<file path="config.mk">
export PLATFORM = sky130hd
export DESIGN_NAME = regfile_wb_arbiter
export DESIGN_NICKNAME = d
export VERILOG_FILES = /design/src/rtl/regfile_wb_arbiter.sv
export SDC_FILE = /design/constraint.sdc
export NUM_CORES = 1
export LEC_CHECK = 0
export BUFFER_PORTS_ARGS = -buffer_cell sky130_fd_sc_hd__buf_2
export CAP_MARGIN = 40
export CORE_MARGIN = 2
export CORE_UTILIZATION = 55
export CTS_CLUSTER_DIAMETER = 120
export DETAILED_ROUTE_END_ITERATION = 8
export PLACE_DENSITY_LB_ADDON = 0.12
export SETUP_SLACK_MARGIN = 0.02
export SLEW_MARGIN = 10
export SYNTH_ARGS = -nofsm -noshare
export SYNTH_HDL_FRONTEND = slang
export SYNTH_SLANG_ARGS = --single-unit
</file>
<file path="constraint.sdc">
create_clock -name clock -period 20 [get_ports clock]
set_input_delay 3 -clock clock [delete_from_list [all_inputs] [get_ports clock]]
set_output_delay 3 -clock clock [all_outputs]
set_load 0.02 [all_outputs]
</file>
<file path="src/rtl/regfile_wb_arbiter.sv">
// Register-file write-port arbiter: pipeline writeback has priority over a FIFO of
// multdiv results. It flags RAW hazards to decode. Define WB_BYPASS_EN to forward the in-flight write.
module regfile_wb_arbiter #(
    parameter int DEPTH = 4
) (
    input  logic                       clock,
    input  logic                       ctrl_reset,
    input  logic                       pipe_we,
    input  logic [4:0]                 pipe_rd,
    input  logic [31:0]                pipe_data,
    input  logic                       md_valid,
    input  logic [4:0]                 md_rd,
    input  logic [31:0]                md_data,
    output logic                       md_ready,
    output logic                       rf_we,
    output logic [4:0]                 rf_wreg,
    output logic [31:0]                rf_wdata,
    input  logic [4:0]                 rd_a,
    input  logic [4:0]                 rd_b,
    input  logic [31:0]                rf_data_a,
    input  logic [31:0]                rf_data_b,
    output logic [31:0]                op_a,
    output logic [31:0]                op_b,
    output logic                       stall_hazard,
    output logic [$clog2(DEPTH):0]     fifo_count
);

    localparam int AW = $clog2(DEPTH);
    localparam int CW = AW + 1;
    localparam logic [AW-1:0] PTR_ONE = AW'(1);
    localparam logic [CW-1:0] CNT_ONE = CW'(1);
    localparam logic [CW-1:0] CNT_FULL = CW'(DEPTH);

    logic [DEPTH-1:0] ent_valid_q, ent_valid_d;
    logic [4:0]       ent_rd_q   [DEPTH];
    logic [31:0]      ent_data_q [DEPTH];
    logic [AW-1:0]    wptr_q, wptr_d, rptr_q, rptr_d;
    logic [CW-1:0]    count_q, count_d;
    logic             rf_we_q, rf_we_d;
    logic [4:0]       rf_wreg_q, rf_wreg_d;
    logic [31:0]      rf_wdata_q, rf_wdata_d;

    logic pipe_issue_s, push_s, pop_s, md_ready_s;
    logic hz_a_s, hz_b_s;

    assign md_ready_s = (count_q < CNT_FULL);

    // Issue selection, WAW kill and FIFO bookkeeping for the next edge
    always_comb begin
        pipe_issue_s = pipe_we && (pipe_rd != 5'd0);
        push_s       = md_valid && md_ready_s && (md_rd != 5'd0);
        pop_s        = !pipe_issue_s && (count_q != {CW{1'b0}});
        ent_valid_d  = ent_valid_q;
        rf_we_d      = 1'b0;
        rf_wreg_d    = 5'd0;
        rf_wdata_d   = 32'd0;
        rptr_d       = rptr_q;
        wptr_d       = wptr_q;
        count_d      = count_q;

        if (pipe_issue_s) begin
            rf_we_d    = 1'b1;
            rf_wreg_d  = pipe_rd;
            rf_wdata_d = pipe_data;
            // A newer pipeline write makes any queued result for that register stale.
            for (int i = 0; i < DEPTH; i++) begin
                if (ent_rd_q[i] == pipe_rd) begin
                    ent_valid_d[i] = 1'b0;
                end else begin
                    ent_valid_d[i] = ent_valid_d[i];
                end
            end
        end else if (pop_s) begin
            rf_we_d             = ent_valid_q[rptr_q];
            rf_wreg_d           = ent_rd_q[rptr_q];
            rf_wdata_d          = ent_data_q[rptr_q];
            ent_valid_d[rptr_q] = 1'b0;
            rptr_d              = rptr_q + PTR_ONE;
        end else begin
            rf_we_d = 1'b0;
        end

        if (push_s) begin
            ent_valid_d[wptr_q] = !(pipe_issue_s && (md_rd == pipe_rd));
            wptr_d              = wptr_q + PTR_ONE;
        end else begin
            wptr_d = wptr_q;
        end

        case ({push_s, pop_s})
            2'b10:   count_d = count_q + CNT_ONE;
            2'b01:   count_d = count_q - CNT_ONE;
            default: count_d = count_q;
        endcase
    end

    // FIFO storage, pointers and registered write port
    always_ff @(posedge clock or posedge ctrl_reset) begin
        if (ctrl_reset) begin
            ent_valid_q <= {DEPTH{1'b0}};
            for (int i = 0; i < DEPTH; i++) begin
                ent_rd_q[i]   <= 5'd0;
                ent_data_q[i] <= 32'd0;
            end
            wptr_q     <= {AW{1'b0}};
            rptr_q     <= {AW{1'b0}};
            count_q    <= {CW{1'b0}};
            rf_we_q    <= 1'b0;
            rf_wreg_q  <= 5'd0;
            rf_wdata_q <= 32'd0;
        end else begin
            ent_valid_q <= ent_valid_d;
            if (push_s) begin
                ent_rd_q[wptr_q]   <= md_rd;
                ent_data_q[wptr_q] <= md_data;
            end
            wptr_q     <= wptr_d;
            rptr_q     <= rptr_d;
            count_q    <= count_d;
            rf_we_q    <= rf_we_d;
            rf_wreg_q  <= rf_wreg_d;
            rf_wdata_q <= rf_wdata_d;
        end
    end

    // Read-after-write hazard against queued, arriving and (without bypass) in-flight writes
    always_comb begin
        hz_a_s = push_s && (md_rd == rd_a);
        hz_b_s = push_s && (md_rd == rd_b);
        for (int i = 0; i < DEPTH; i++) begin
            hz_a_s = hz_a_s | (ent_valid_q[i] && (ent_rd_q[i] == rd_a));
            hz_b_s = hz_b_s | (ent_valid_q[i] && (ent_rd_q[i] == rd_b));
        end
`ifndef WB_BYPASS_EN
        hz_a_s = hz_a_s | (rf_we_q && (rf_wreg_q == rd_a));
        hz_b_s = hz_b_s | (rf_we_q && (rf_wreg_q == rd_b));
`endif
        hz_a_s = hz_a_s && (rd_a != 5'd0);
        hz_b_s = hz_b_s && (rd_b != 5'd0);
    end

`ifdef WB_BYPASS_EN
    assign op_a = (rf_we_q && (rf_wreg_q == rd_a) && (rd_a != 5'd0)) ? rf_wdata_q : rf_data_a;
    assign op_b = (rf_we_q && (rf_wreg_q == rd_b) && (rd_b != 5'd0)) ? rf_wdata_q : rf_data_b;
`else
    assign op_a = rf_data_a;
    assign op_b = rf_data_b;
`endif

    assign stall_hazard = hz_a_s || hz_b_s;
    assign md_ready     = md_ready_s;
    assign rf_we        = rf_we_q;
    assign rf_wreg      = rf_wreg_q;
    assign rf_wdata     = rf_wdata_q;
    assign fifo_count   = count_q;

endmodule
</file>
==> results of run 1 <==
[worst paths after layout]
kind	end	cells past startpoint	slack, ns
setup / recovery	stall_hazard	8	12.20
hold / removal	ent_data_q[10]$_DFFE_PP0P_	1	0.50
setup reg to reg	rf_wdata[29]$_DFF_PP0_	4	17.80
hold reg to reg	ent_data_q[10]$_DFFE_PP0P_	1	0.50
max in group asynchronous	rf_wreg[2]$_DFF_PP0_	4	15.94
min in group asynchronous	ent_data_q[55]$_DFFE_PP0P_	2	2.57
[synthesized netlist by cell type (2+ instances only)]
| cell | count |
|---|---|
| sky130_fd_sc_hd__nand2_4 | 4 |
| sky130_fd_sc_hd__o21a_1 | 2 |
| sky130_fd_sc_hd__nor3_1 | 7 |
| sky130_fd_sc_hd__xor2_1 | 60 |
| sky130_fd_sc_hd__nor4_1 | 11 |
| sky130_fd_sc_hd__dfrtp_1 | 197 |
| sky130_fd_sc_hd__mux2_4 | 32 |
| sky130_fd_sc_hd__mux4_2 | 38 |
| sky130_fd_sc_hd__buf_1 | 2 |
| sky130_fd_sc_hd__buf_2 | 11 |
| sky130_fd_sc_hd__nand3_1 | 15 |
| sky130_fd_sc_hd__inv_1 | 10 |
| sky130_fd_sc_hd__a22o_1 | 37 |
| sky130_fd_sc_hd__nand2_1 | 7 |
| sky130_fd_sc_hd__buf_4 | 76 |
| sky130_fd_sc_hd__nor2b_1 | 2 |
| sky130_fd_sc_hd__o21ai_0 | 7 |
| sky130_fd_sc_hd__mux2_2 | 116 |
| sky130_fd_sc_hd__ha_1 | 9 |
| sky130_fd_sc_hd__clkbuf_1 | 19 |
| sky130_fd_sc_hd__buf_6 | 2 |
| sky130_fd_sc_hd__nor2_1 | 2 |
| sky130_fd_sc_hd__xnor2_1 | 30 |
| sky130_fd_sc_hd__or4_1 | 4 |
| sky130_fd_sc_hd__nand4_1 | 9 |
| sky130_fd_sc_hd__buf_12 | 8 |
[layout by cell type, fill, tap and decap left out, drive strengths merged]
| cell | n |
|---|---|
| clkinv | 2 |
| mux4 | 38 |
| nand4 | 9 |
| mux2 | 148 |
| bufinv | 2 |
| inv | 14 |
| clkinvlp | 1 |
| nor4 | 11 |
| clkbuf | 22 |
| nand3 | 15 |
| o21a | 2 |
| mux2i | 1 |
| o22ai | 1 |
| a21o | 1 |
| nand2 | 11 |
| buf | 137 |
| ha | 9 |
| dfrtp | 197 |
| xnor2 | 30 |
| fa | 1 |
| o211ai | 1 |
| nor2b | 2 |
| nor3 | 7 |
| xor2 | 60 |
| or4 | 4 |
| o21ai | 7 |
| nor2 | 2 |
| a22o | 37 |
[flip-flops by register name, summed over array words and instances (netlist names)]
register     count
ent_data_q     128
ent_rd_q        20
ent_valid_q      4
fifo_count       3
rf_wdata        32
rf_we            1
rf_wreg          5
rptr_q           2
wptr_q           2
[through the flow]
stage               util, %  hold slack [ns]  cell area (um^2)
floorplan                 -            0.474             10200
global placement       56.9            0.481             10300
detailed placement     57.2            0.489             10300
CTS                    60.4            0.505             10900
global route           60.4            0.520             10900
finish                 60.4            0.502             10900
[cell families (layout without fill, tap and decap cells)]
family | count (synthesis) | in the layout | synth area share, %
compound gates | 49 | 49 | 3.88
fa+ha+maj | 10 | 10 | 1.30
simple gates | 61 | 61 | 3.50
xor+xnor | 90 | 90 | 7.74
mux | 187 | 187 | 26.1
buf+inv | 128 | 178 | 9.08
flops | 197 | 197 | 48.4
[routing by layer]
layer | part of all wire (%) | global-route usage [%] | wire (um) | vias up
met3 | 6.5 | 6.97 | 1540 | 48
li1 | - | - | - | 2573
met4 | 2.1 | 8.13 | 497 | 0
met2 | 49 | 41.1 | 11500 | 201
met5 | 0 | 0 | 0 | -
met1 | 42 | 32.8 | 9970 | 3065
[report_power, final]
part	internal [mW]	switching, mW	leakage [nW]
Sequential	0.593	0.157	2.38
Clock	0.192	0.150	0.284
Combinational	0.399	0.291	2.40
Total	1.19	0.598	5.06
[worst reg2reg max path: cells and delay by family, from the launching register on]
family          cells  cell delay (ns)
mux                 1             0.60
compound gates      1             0.21
flops               1             0.67
buf+inv             2             0.60
[final cells by class]
class,instances,area share (%)
sequential,197,45.1
multi-input combinational,397,39.7
timing repair buffer,137,6.80
clock buffer,22,4.25
tap,229,2.62
clock inverter,9,1.09
inverter,10,0.412
==> results, run 1 <==
- The largest stage delay on the critical path is about 0.43 ns.
- In the final timing run, aggregate negative setup slack is 0 ns.
- The largest fanout on the critical path is 8.
- The hold-fix buffer count after cts is 0.
- Pin placement for this block handled ~260 I/O pins.
- The headroom to the max-slew limit is between 50% and 60%.
- In the routed design, unresolved DRC markers number 20.
- In this run the most critical hold path is launched from ent_data_q[10]$_DFFE_PP0P_.
- The final-stage net count is ~920.
- The number of antenna violations at the first check in global routing was 2.
- The synthesis-stage register bit count is just under 200.
- The synthesized netlist occupies a cell area of 10200 um^2.
- The final number of max-transition violations is 0.
- For the worst setup path, the data arrival time is approximately 4.8 ns.
- The total count of hold-check failures in the final report is 0.
- The post-route worst setup slack is around 12 ns.
- The antenna violation net count after detailed routing is 0.
- The class of the most critical hold timing path is flip-flop to flip-flop.
- Broken down by cell family, the worst path's largest delay share belongs to simple AND/OR/NAND/NOR gates.
- The share of the Yosys chip area taken by registers is ~48%.
- The longest clock path from root to sink contains 2 buffers.
- The count of buffering cells on the critical path with inverters included is 3.
- The tool flagged a number of max-cap violations equal to 0.
- From synthesis to final layout, the design area changed by 7.31%.
- The floorplan step set the die height to 140 um.
- The clock skew after layout is 0.0133 ns.
- In the final routed layout, each cell accounts on average for 23.5 um.
- OpenSTA, run right after detailed placement, puts the worst setup slack at 12.21 ns.
- TritonCTS created 17 clock buffers.
- The number of filler instances in the final layout is 1445.
- The worst reg2reg path startpoint is rptr_q[0]$_DFFE_PP0P_.
- A synthesized cell averages between 10 and 15 um^2.
- Timing would allow up to 0.128 GHz.
- After global routing the overflow that remains totals 0.
- The number of DRC markers in iteration 0 is between 300 and 400.
- Setup violations remaining at the end of the flow were counted as 0.
- Input and output buffers added on the ports amount to 130.
- The number of setup buffers added after CTS is 0.
- Once the floorplan was initialized, standard cells occupied 56.3% of the core.
- In this run the worst setup path begins at md_rd[2].
- The floorplan has between 40 and 50 rows.
- The die footprint is approximately 20000 um^2.
- The most frequently used flop master after synthesis is sky130_fd_sc_hd__dfrtp_1.
- Entering global routing, the biggest net connects slightly above 80 pins.
- The total power is about 1.8 mW.
- By area the synthesized netlist is led by sky130_fd_sc_hd__dfrtp_1, sky130_fd_sc_hd__mux2_2, sky130_fd_sc_hd__mux4_2.
- The final routed wirelength across all metal layers is 23600 um.
- The number of warnings issued by yosys is 0.
- By instance count, the cell type seen most on the critical path is sky130_fd_sc_hd__buf_2.
- The CTS tree is yes.
- The library cell used as clock root buffer is sky130_fd_sc_hd__clkbuf_16.
- Once layout is complete, the cells apart from fillers number about 1.0k.
- Dividing total power by cell area gives a power density of about 160 nW/um^2.
- The H-tree generated during clock tree synthesis spans 4 levels.
- The die boundary width is ~140 um.
- STA classifies the critical path endpoint as a primary output.
- The biggest area consumer among synthesized cells is sky130_fd_sc_hd__dfrtp_1.
- The final critical-path required period is just under 8 ns.
- Once detailed placement completed, the half-perimeter wirelength came to between 15000 and 20000 um.
- The multi-input combinational cell area is 4330 um^2.
- Setup repair after global routing left no endpoint under its margin.
- Traced cell by cell, the critical path runs through buf_2 -> or4_1 -> o21a_1 -> inv_1 -> nor4_1 -> nor3_1 -> o21ai_0 -> buf_2.
- The number of global-route vias before repair came to roughly 6.5k.
- The final critical path takes up about two fifths of the cycle.
- The worst setup path is launched from an input pin.
- Gates resized during post-CTS repair numbered 0.
- For this design the static power due to leakage is ~5 nW.
- Across all layers, the routed design uses slightly below 6k vias.
- The endpoint required time on the critical path is between 15 and 20 ns.
- The number of different library cells used by synthesis comes to 31.
- Across the whole layout, storage elements account for roughly 4900 um^2.
- The master of the slowest instance on the critical path is sky130_fd_sc_hd__o21a_1.
- The share of flip-flops with an asynchronous set or reset is 100%.
- The transition at the pin with the smallest max-transition slack is around 0.74 ns.
- The total instance count after detailed placement is 970.
- The first-pass detailed-route iteration total is 9.
- The antenna diode count is 0.
- The via-per-instance ratio is about 5.9.
- Global routing used around 25% of the available tracks across all layers.
- The clock latency on the worst-skew pair is around 0.44 ns.
- The number of nets produced by synthesis is ~900.
- The floorplan step defined a core boundary enclosing 18100 um^2.
- The highest ir drop seen on vdd is a little over 0.00007 V.
- The type of the setup path with the least slack is input pin to primary output.
- CTS saw a little under 200 sinks.
- The global placer's final weighted congestion is ~0.92.
- The synthesized design devotes to its leading area cell type a little under 50% of total area.
- Counting every instance in the synthesized netlist gives 722.
- The fraction of final layout cells with drive strength greater than 1 is a little under half.
- The run finished, with violations left.
- Clock-pin slew was measured on the worst setup and hold paths at approximately 0.070 ns.
- The checks that failed: design-rule violations.
- The first global-routing pass estimated about 38000 um of wire.
- The number of synthesized flops with an enable pin is 0.
Power figures use the tool's default switching activity.
==> run 2, diff against run 1 <==
Settings changed: ABC_AREA set to 1, CORE_UTILIZATION 55 to 54.
Clock period 20 ns to 7.25 ns, I/O delays scaled along.
==> results, run 2 <==
- The share of synthesized area in the top cell type comes to 46.5%.
- Ranked by total cell area, the synthesized netlist is headed by sky130_fd_sc_hd__dfrtp_1, sky130_fd_sc_hd__nand2_1, sky130_fd_sc_hd__o21ai_0.
- The element type at the critical path start is an input pin.
- The share of flip-flops with an asynchronous set or reset is between 90% and 100%.
- For the worst setup path, the data required time is around 6.2 ns.
- The total count of hold-check failures in the final report was 0.
- The worst setup path is of the input pin to primary output kind.
- Among cell families on the critical path, the largest total delay comes from simple AND/OR/NAND/NOR gates.
- Global routing used 26.7% of the available tracks.
- The hold-fix buffer count after cts is 0.
- For this run the aggregate overflow at the end of global routing stands at 0.
- The clock transition at the registers of the reported paths is 0.07 ns.
- Of the cells placed in the final design, the portion with a size suffix greater than 1 is 13.3%.
- The pin count of the biggest net entering global routing is 82.
- The antenna diode count is 0.
- The average instance in the mapped netlist occupies roughly 7.7 um^2.
- Once the floorplan was initialized, standard cells occupied between 50% and 60% of the core.
- The class of the most critical hold timing path is flip-flop to flip-flop.
- The die boundary width is 144 um.
- The number of clock buffers added by TritonCTS is 17.
- After detailed routing, the number of remaining DRC violations is 0.
- The number of synthesized flops with an enable pin is 0.
- The final routed wirelength across all metal layers is around 26000 um.
- The die footprint is just over 20000 um^2.
- The headroom to the max-slew limit is between 40% and 50%.
- The later pin in the worst-skew pair is clocked with a latency of approximately 0.44 ns.
- The global routing stage identified its most utilized layer as met2.
- Among all flip-flop cells after synthesis, the most frequent one is sky130_fd_sc_hd__dfrtp_1.
- Buffers added to address setup during post-CTS repair amount to 0.
- The first-pass GRT wire length is ~43000 um.
- Across the run, the number of max-cap violations was 0.
- Setup repair after global routing left no endpoint under its margin.
- Detailed placement finished with a half-perimeter wire length of between 15000 and 20000 um.
- The library cell used as clock root buffer is sky130_fd_sc_hd__clkbuf_16.
- The final-stage net count is around 1.6k.
- The initialized floorplan defines 51 standard-cell rows.
- The maximum level of the CTS H-tree is 4.
- The transition at the pin with the smallest max-transition slack is between 0.8 and 0.9 ns.
- The final number of max-transition violations came to 0.
- TritonCTS built the clock tree.
- After detailed routing, the number of vias per cell comes to around 5.2.
- The clock skew after layout is ~0.016 ns.
- The number of antenna violations at the first check in global routing is 1.
- The maximum clock insertion buffer count is 2.
- The most numerous cell type found on the critical path is sky130_fd_sc_hd__nand2_1.
- The largest register by flop count is ent_data_q.
- Counting every instance in the synthesized netlist gives roughly 1.4k.
- The highest ir drop seen on vdd is roughly 0.00020 V.
- The number of global-route vias before repair is between 8k and 9k.
- The post-CTS resize count is 0.
- The timing-limited maximum frequency is between 0.2 and 0.3 GHz.
- The netlist uses 30 different library cells.
- In the global route stage, met1 resource usage came out at a little under two fifths.
- The element type at the critical path end is a primary output.
- The post-placement cell area is ~11000 um^2.
- The congestion estimate from routability-driven global placement came to 0.909.
- The most common cell after layout, fill and taps aside is sky130_fd_sc_hd__nand2_1.
- The largest stage delay on the critical path is approximately 0.18 ns.
- The post-route standard cell area excluding fillers is around 11000 um^2.
- For this run, global-route usage on met3 was measured as 4.04%.
- Walking the worst path, the cells encountered are buf_2 -> inv_1 -> nand2_1 -> nand2_1 -> nor2_1 -> nand3_1 -> nor2_1 -> nor2_1 -> nand2_1 -> nand2_1 -> nand2_1 -> buf_2.
- In this run the standard cell core region covers a little under 20000 um^2.
- The most common cell in the netlist is sky130_fd_sc_hd__nand2_1.
- The power density of the placed cells is approximately 410 nW/um^2.
- Data arrives at the worst endpoint at between 2 and 2.5 ns.
- The y dimension of the die is 144 um.
- The post-synth design cell area is 10600 um^2.
- The count of buffering cells on the critical path with inverters included is 3.
- The final-layout setup total negative slack is 0 ns.
- After synthesis, the most frequently instantiated cells are sky130_fd_sc_hd__nand2_1, sky130_fd_sc_hd__dfrtp_1, sky130_fd_sc_hd__o21ai_0, sky130_fd_sc_hd__inv_1, sky130_fd_sc_hd__nand3_1.
- Sequential elements use around 47% of the synthesized area.
- Subtracting the final worst setup slack from the clock period gives between 3 and 4 ns.
- The detail-routed net length per standard cell is ~16 um.
- The met2 track demand over resource in global routing is 42.5%.
- The register with the most flip-flops in the layout has roughly 130 of them.
- The number of nets produced by synthesis is 1543.
- The run finished with clean final reports.
- The number of DRC markers in iteration 0 is ~730.
- The analysis attributes to cell leakage a power of ~6.0 nW.
- In this run the tool buffered the top-level ports with between 100 and 150 buffer cells.
- The final route contains between 8k and 9k vias.
- The worst path uses 46.4% of the clock period.
- The library cells used most frequently in the layout, excluding fill and tap cells, are sky130_fd_sc_hd__nand2_1, sky130_fd_sc_hd__dfrtp_1, sky130_fd_sc_hd__o21ai_0, sky130_fd_sc_hd__buf_2, sky130_fd_sc_hd__inv_1.
- The Yosys step of the flow raised 0 warnings.
- The first detailed-routing pass took 5 iterations.
- The synthesis-stage register bit count is approximately 200.
- The biggest area consumer among synthesized cells is sky130_fd_sc_hd__dfrtp_1.
- The number of clock sinks seen by CTS is approximately 200.
- The largest fanout on the critical path is 9.
- The master of the slowest instance on the critical path is sky130_fd_sc_hd__buf_2.
- The final number of setup-violating endpoints is 0.
- In this run the count of I/O pins placed on the die edge is around 260.
- The growth of design area from synthesis to finish is 6.90%.
- The antenna violation net count after detailed routing is 0.
-- run 2: worst min-delay path: cells and delay by family (launching register included) --
kind | cells | cell delay (ns)
DFF | 1 | 0.35
AOI/OAI and AO/OA | 1 | 0.06
and+or+nand+nor | 1 | 0.05
-- run 2: area by class of cell --
cell class	count	area [um^2]
fillers	1892	8010
flip-flops and latches	197	4930
multi-input cells	918	4200
repair buffers	138	763
inverters	127	487
clock buffers	18	439
well taps	265	332
clock inverters	14	174
-- run 2: cell families (layout without fill, tap and decap cells) --
family / Yosys count / after routing / share of synthesized area, %
fa+ha+maj: 10 / 10 / 1.25
xor+xnor: 25 / 25 / 2.14
simple gates: 623 / 623 / 23.9
compound gates: 260 / 260 / 12.3
flops: 197 / 197 / 46.5
buf+inv: 266 / 297 / 13.9
-- run 2: power breakdown --
part           internal (mW)  switching, mW
clock network          0.507          0.463
logic                  0.641           1.18
registers               1.58          0.327
total                   2.73           1.97
-- run 2: stage by stage --
| stage | instances | total power, mW | hold slack (ns) | util (%) | setup WS, ns |
|---|---|---|---|---|---|
| after CTS | 1677 | 4.73 | 0.491 | 58.6 | 3.89 |
| after floorplan | 1381 | 3.30 | 0.453 | - | 0.794 |
| final | 1677 | 4.70 | 0.487 | 58.6 | 3.89 |
| after detailed placement | 1645 | 3.75 | 0.473 | 55.4 | 3.89 |
| after global placement | 1642 | 3.69 | 0.465 | 55.0 | 3.89 |
| after global routing | 1677 | 5.12 | 0.512 | 58.6 | 3.66 |
-- run 2: path summary, 6_finish.rpt --
kind / to / startpoint / cells after the start / slack, ns
setup / recovery: stall_hazard / rd_a[0] / 12 / 3.89
hold / removal: ent_data_q[112]$_DFFE_PP0P_ / ent_data_q[112]$_DFFE_PP0P_ / 2 / 0.49
setup reg to reg: rf_wreg[0]$_DFF_PP0_ / rptr_q[1]$_DFFE_PP0P_ / 6 / 5.01
hold reg to reg: ent_data_q[112]$_DFFE_PP0P_ / ent_data_q[112]$_DFFE_PP0P_ / 2 / 0.49
max in group asynchronous: rptr_q[0]$_DFFE_PP0P_ / ctrl_reset / 4 / 4.91
min in group asynchronous: ent_data_q[7]$_DFFE_PP0P_ / ctrl_reset / 2 / 0.67
-- run 2: layer usage --
metal / wire [um] / vias up
li1: - / 4335
met1: 11900 / 4074
met2: 12100 / 246
met3: 1390 / 78
met4: 786 / 2
met5: 9 / -
==> run 3, diff against run 2 <==
Settings changed: CORE_UTILIZATION 54 to 49.
Clock period 7.25 ns to 2.85 ns, I/O delays scaled along.
==> results, run 3 (synthesized netlist as in run 2, its figures left out) <==
- The root buffer cell chosen for the clock tree is sky130_fd_sc_hd__clkbuf_16.
- The power density of the placed cells is ~1100 nW/um^2.
- The total count of hold-check failures in the final report was 0.
- The global placer's final weighted congestion is 0.956.
- Along the worst path, the maximum fanout reaches 6.
- The final hold slack is between 0.015 and 0.02 ns.
- In the layout the commonest cells are sky130_fd_sc_hd__nand2_1, sky130_fd_sc_hd__dfrtp_1, sky130_fd_sc_hd__o21ai_0, sky130_fd_sc_hd__buf_2, sky130_fd_sc_hd__inv_1.
- The total core area is 21100 um^2.
- The final number of setup-violating endpoints is 0.
- The number of clock sinks seen by CTS is ~200.
- The HPWL after detailed placement is about 19000 um.
- The antenna violation net count after detailed routing is 0.
- The area growth from synthesis to layout is 7.62%.
- The timing-limited maximum frequency is between 0.4 and 0.5 GHz.
- In this run the critical register-to-register path is captured at rf_wreg[0]$_DFF_PP0_.
- around 260 I/O pins were placed.
- The worst register-to-register path begins at rptr_q[0]$_DFFE_PP0P_.
- TritonCTS built the clock tree.
- The tool flagged a number of max-cap violations equal to 0.
- The flip-flop count of the largest register after layout is 128.
- Gates resized during post-CTS repair numbered 0.
- The overall via count from detail_route is approximately 8.8k.
- The headroom to the max-slew limit is 59.7%.
- The critical path is of the flip-flop to primary output type.
- The slack of the worst reg-to-reg path is 0.95 ns.
- Counting cells, the worst reg-to-reg path comes to 6.
- The initial utilization of the core area, before any placement, comes to between 50% and 60%.
- The path class of the tightest hold or removal check is input pin to async pin.
- The post-placement cell area is 10800 um^2.
- The detail-routed net length per standard cell is between 15 and 20 um.
- Summing all non-filler instances in the final layout gives an area of ~11000 um^2.
- The total global routing track utilization is between 20% and 30%.
- The clock latency on the worst-skew pair is approximately 0.44 ns.
- Between clock sinks in the finished design, the worst skew comes to between 0.015 and 0.02 ns.
- Cells with a size suffix above 1 make up roughly 14% of the layout.
- Counting along the longest clock path gives a buffer depth of 2.
- The worst setup path is launched from a flip-flop.
- At the pin with the least slew margin, the transition time is about 0.60 ns.
- The total power is ~12 mW.
- The hold-fix buffer count after cts is 0.
- The number of global-route vias before repair is between 8k and 9k.
- In the final design database the tool counted ~1.6k nets.
- The worst path uses between 80% and 90% of the clock period.
- Summed over all layers, the global routing overflow is 0.
- The element type at the critical path end is a primary output.
- The final critical-path required period is 2.37 ns.
- The number of remaining DRC errors is 0.
- The number of setup buffers added after CTS is 0.
- Setup repair after global routing left no endpoint under its margin.
- The die boundary width is between 150 and 200 um.
- The number of I/O port buffers is 130.
- The analysis attributes to cell leakage a power of 5.99 nW.
- The arrival time of data at the critical path endpoint is approximately 1.9 ns.
- The antenna diode count is 0.
- The highest ir drop seen on vdd is just under 0.0006 V.
- Entering global routing, the biggest net connects ~100 pins.
- For this block, the routed nets add up to 28100 um of wire.
- The number of antenna violations at the first check in global routing is 0.
- Buffers inserted during clock tree synthesis total 17.
- The first-pass GRT wire length is approximately 46000 um.
- The endpoint required time on the critical path is 2.42 ns.
- The largest register by flop count is ent_data_q.
- The flow ran to the end, and the final reports show no timing, DRC or antenna violations.
- The clock tree synthesis step divided the H-tree into 4 levels.
- The y dimension of the die is approximately 150 um.
- Using the TritonRoute via totals, the vias-per-cell ratio works out to roughly 5.2.
- The clock transition at the registers of the reported paths is 0.08 ns.
- Row generation in the floorplan step produced 53 rows.
- For this run, the share of the core covered by cells in the final layout is a little over half.
- Leaving out fill and tap cells, the most frequent cell in the layout is sky130_fd_sc_hd__nand2_1.
- The first-pass detailed-route iteration total is 5.
- The number of DRC markers in iteration 0 is between 600 and 700.
- The final number of max-transition violations is 0.
- The die footprint is around 23000 um^2.
## run 3: cell count changes in the layout (fill, tap and decap cells not counted)
| cell | delta |
|---|---|
| sky130_fd_sc_hd__buf_16 | -2 |
| sky130_fd_sc_hd__buf_12 | +3 |
| sky130_fd_sc_hd__clkinv_2 | +1 |
| sky130_fd_sc_hd__clkinv_8 | -1 |
| sky130_fd_sc_hd__inv_6 | -2 |
| sky130_fd_sc_hd__bufinv_16 | +1 |
| sky130_fd_sc_hd__buf_4 | +9 |
| sky130_fd_sc_hd__clkbuf_1 | +1 |
| sky130_fd_sc_hd__inv_12 | -1 |
| sky130_fd_sc_hd__clkinv_4 | -1 |
| sky130_fd_sc_hd__clkinvlp_4 | +3 |
| sky130_fd_sc_hd__inv_8 | -1 |
## run 3: worst max-delay path: stages, from the launching register on
cell,delay (ns)
sky130_fd_sc_hd__dfrtp_1,0.51
sky130_fd_sc_hd__inv_1,0.17
sky130_fd_sc_hd__nand2_1,0.11
sky130_fd_sc_hd__nand2_1,0.05
sky130_fd_sc_hd__nor2_1,0.11
sky130_fd_sc_hd__nand3_1,0.08
sky130_fd_sc_hd__nand2_1,0.09
sky130_fd_sc_hd__nor2_1,0.04
sky130_fd_sc_hd__nand2_1,0.07
sky130_fd_sc_hd__nand2_1,0.05
sky130_fd_sc_hd__nand2_1,0.07
sky130_fd_sc_hd__buf_2,0.16
## run 3: metal layers
| layer | vias to the layer above | part of all wire [%] | global-route usage (%) |
|---|---|---|---|
| met5 | - | 0 | 0 |
| met4 | 0 | 3.0 | 10.5 |
| met3 | 70 | 5.2 | 4.04 |
| met2 | 252 | 46 | 42.1 |
| met1 | 4104 | 45 | 35.2 |
| li1 | 4339 | - | - |
## run 3: worst max-delay path by stage
stage | startpoint | end
floorplan | ctrl_reset | ent_data_q[0]$_DFFE_PP0P_
CTS | ent_rd_q[11]$_DFFE_PP0P_ | stall_hazard
global placement | rd_b[0] | stall_hazard
finish | ent_rd_q[11]$_DFFE_PP0P_ | stall_hazard
global route | ent_rd_q[8]$_DFFE_PP0P_ | stall_hazard
detailed placement | rd_b[0] | stall_hazard
## run 3: power breakdown
part	leakage (nW)	switching [mW]	internal, mW	total (mW)
registers	2.47	0.935	4.03	4.96
logic	3.23	2.95	1.66	4.62
clock network	0.293	1.14	1.35	2.49
total	5.99	5.03	7.04	12.1
## run 3: final cells by class
type,count,area [um^2]
sequential,197,4930
fill,2098,9690
inverter,127,483
clock buffer,19,443
tap,275,344
multi-input combinational,918,4200
clock inverter,13,165
timing repair buffer,148,836
## run 3: per-stage QoR
| step | instances | worst slack, ns | TNS (ns) |
|---|---|---|---|
| after detailed placement | 1665 | 0.674 | 0 |
| after global routing | 1697 | 0.360 | 0 |
| after global placement | 1665 | 0.657 | 0 |
| after floorplan | 1381 | -0.124 | -24.40 |
| final | 1697 | 0.484 | 0 |
| after CTS | 1697 | 0.509 | 0 |
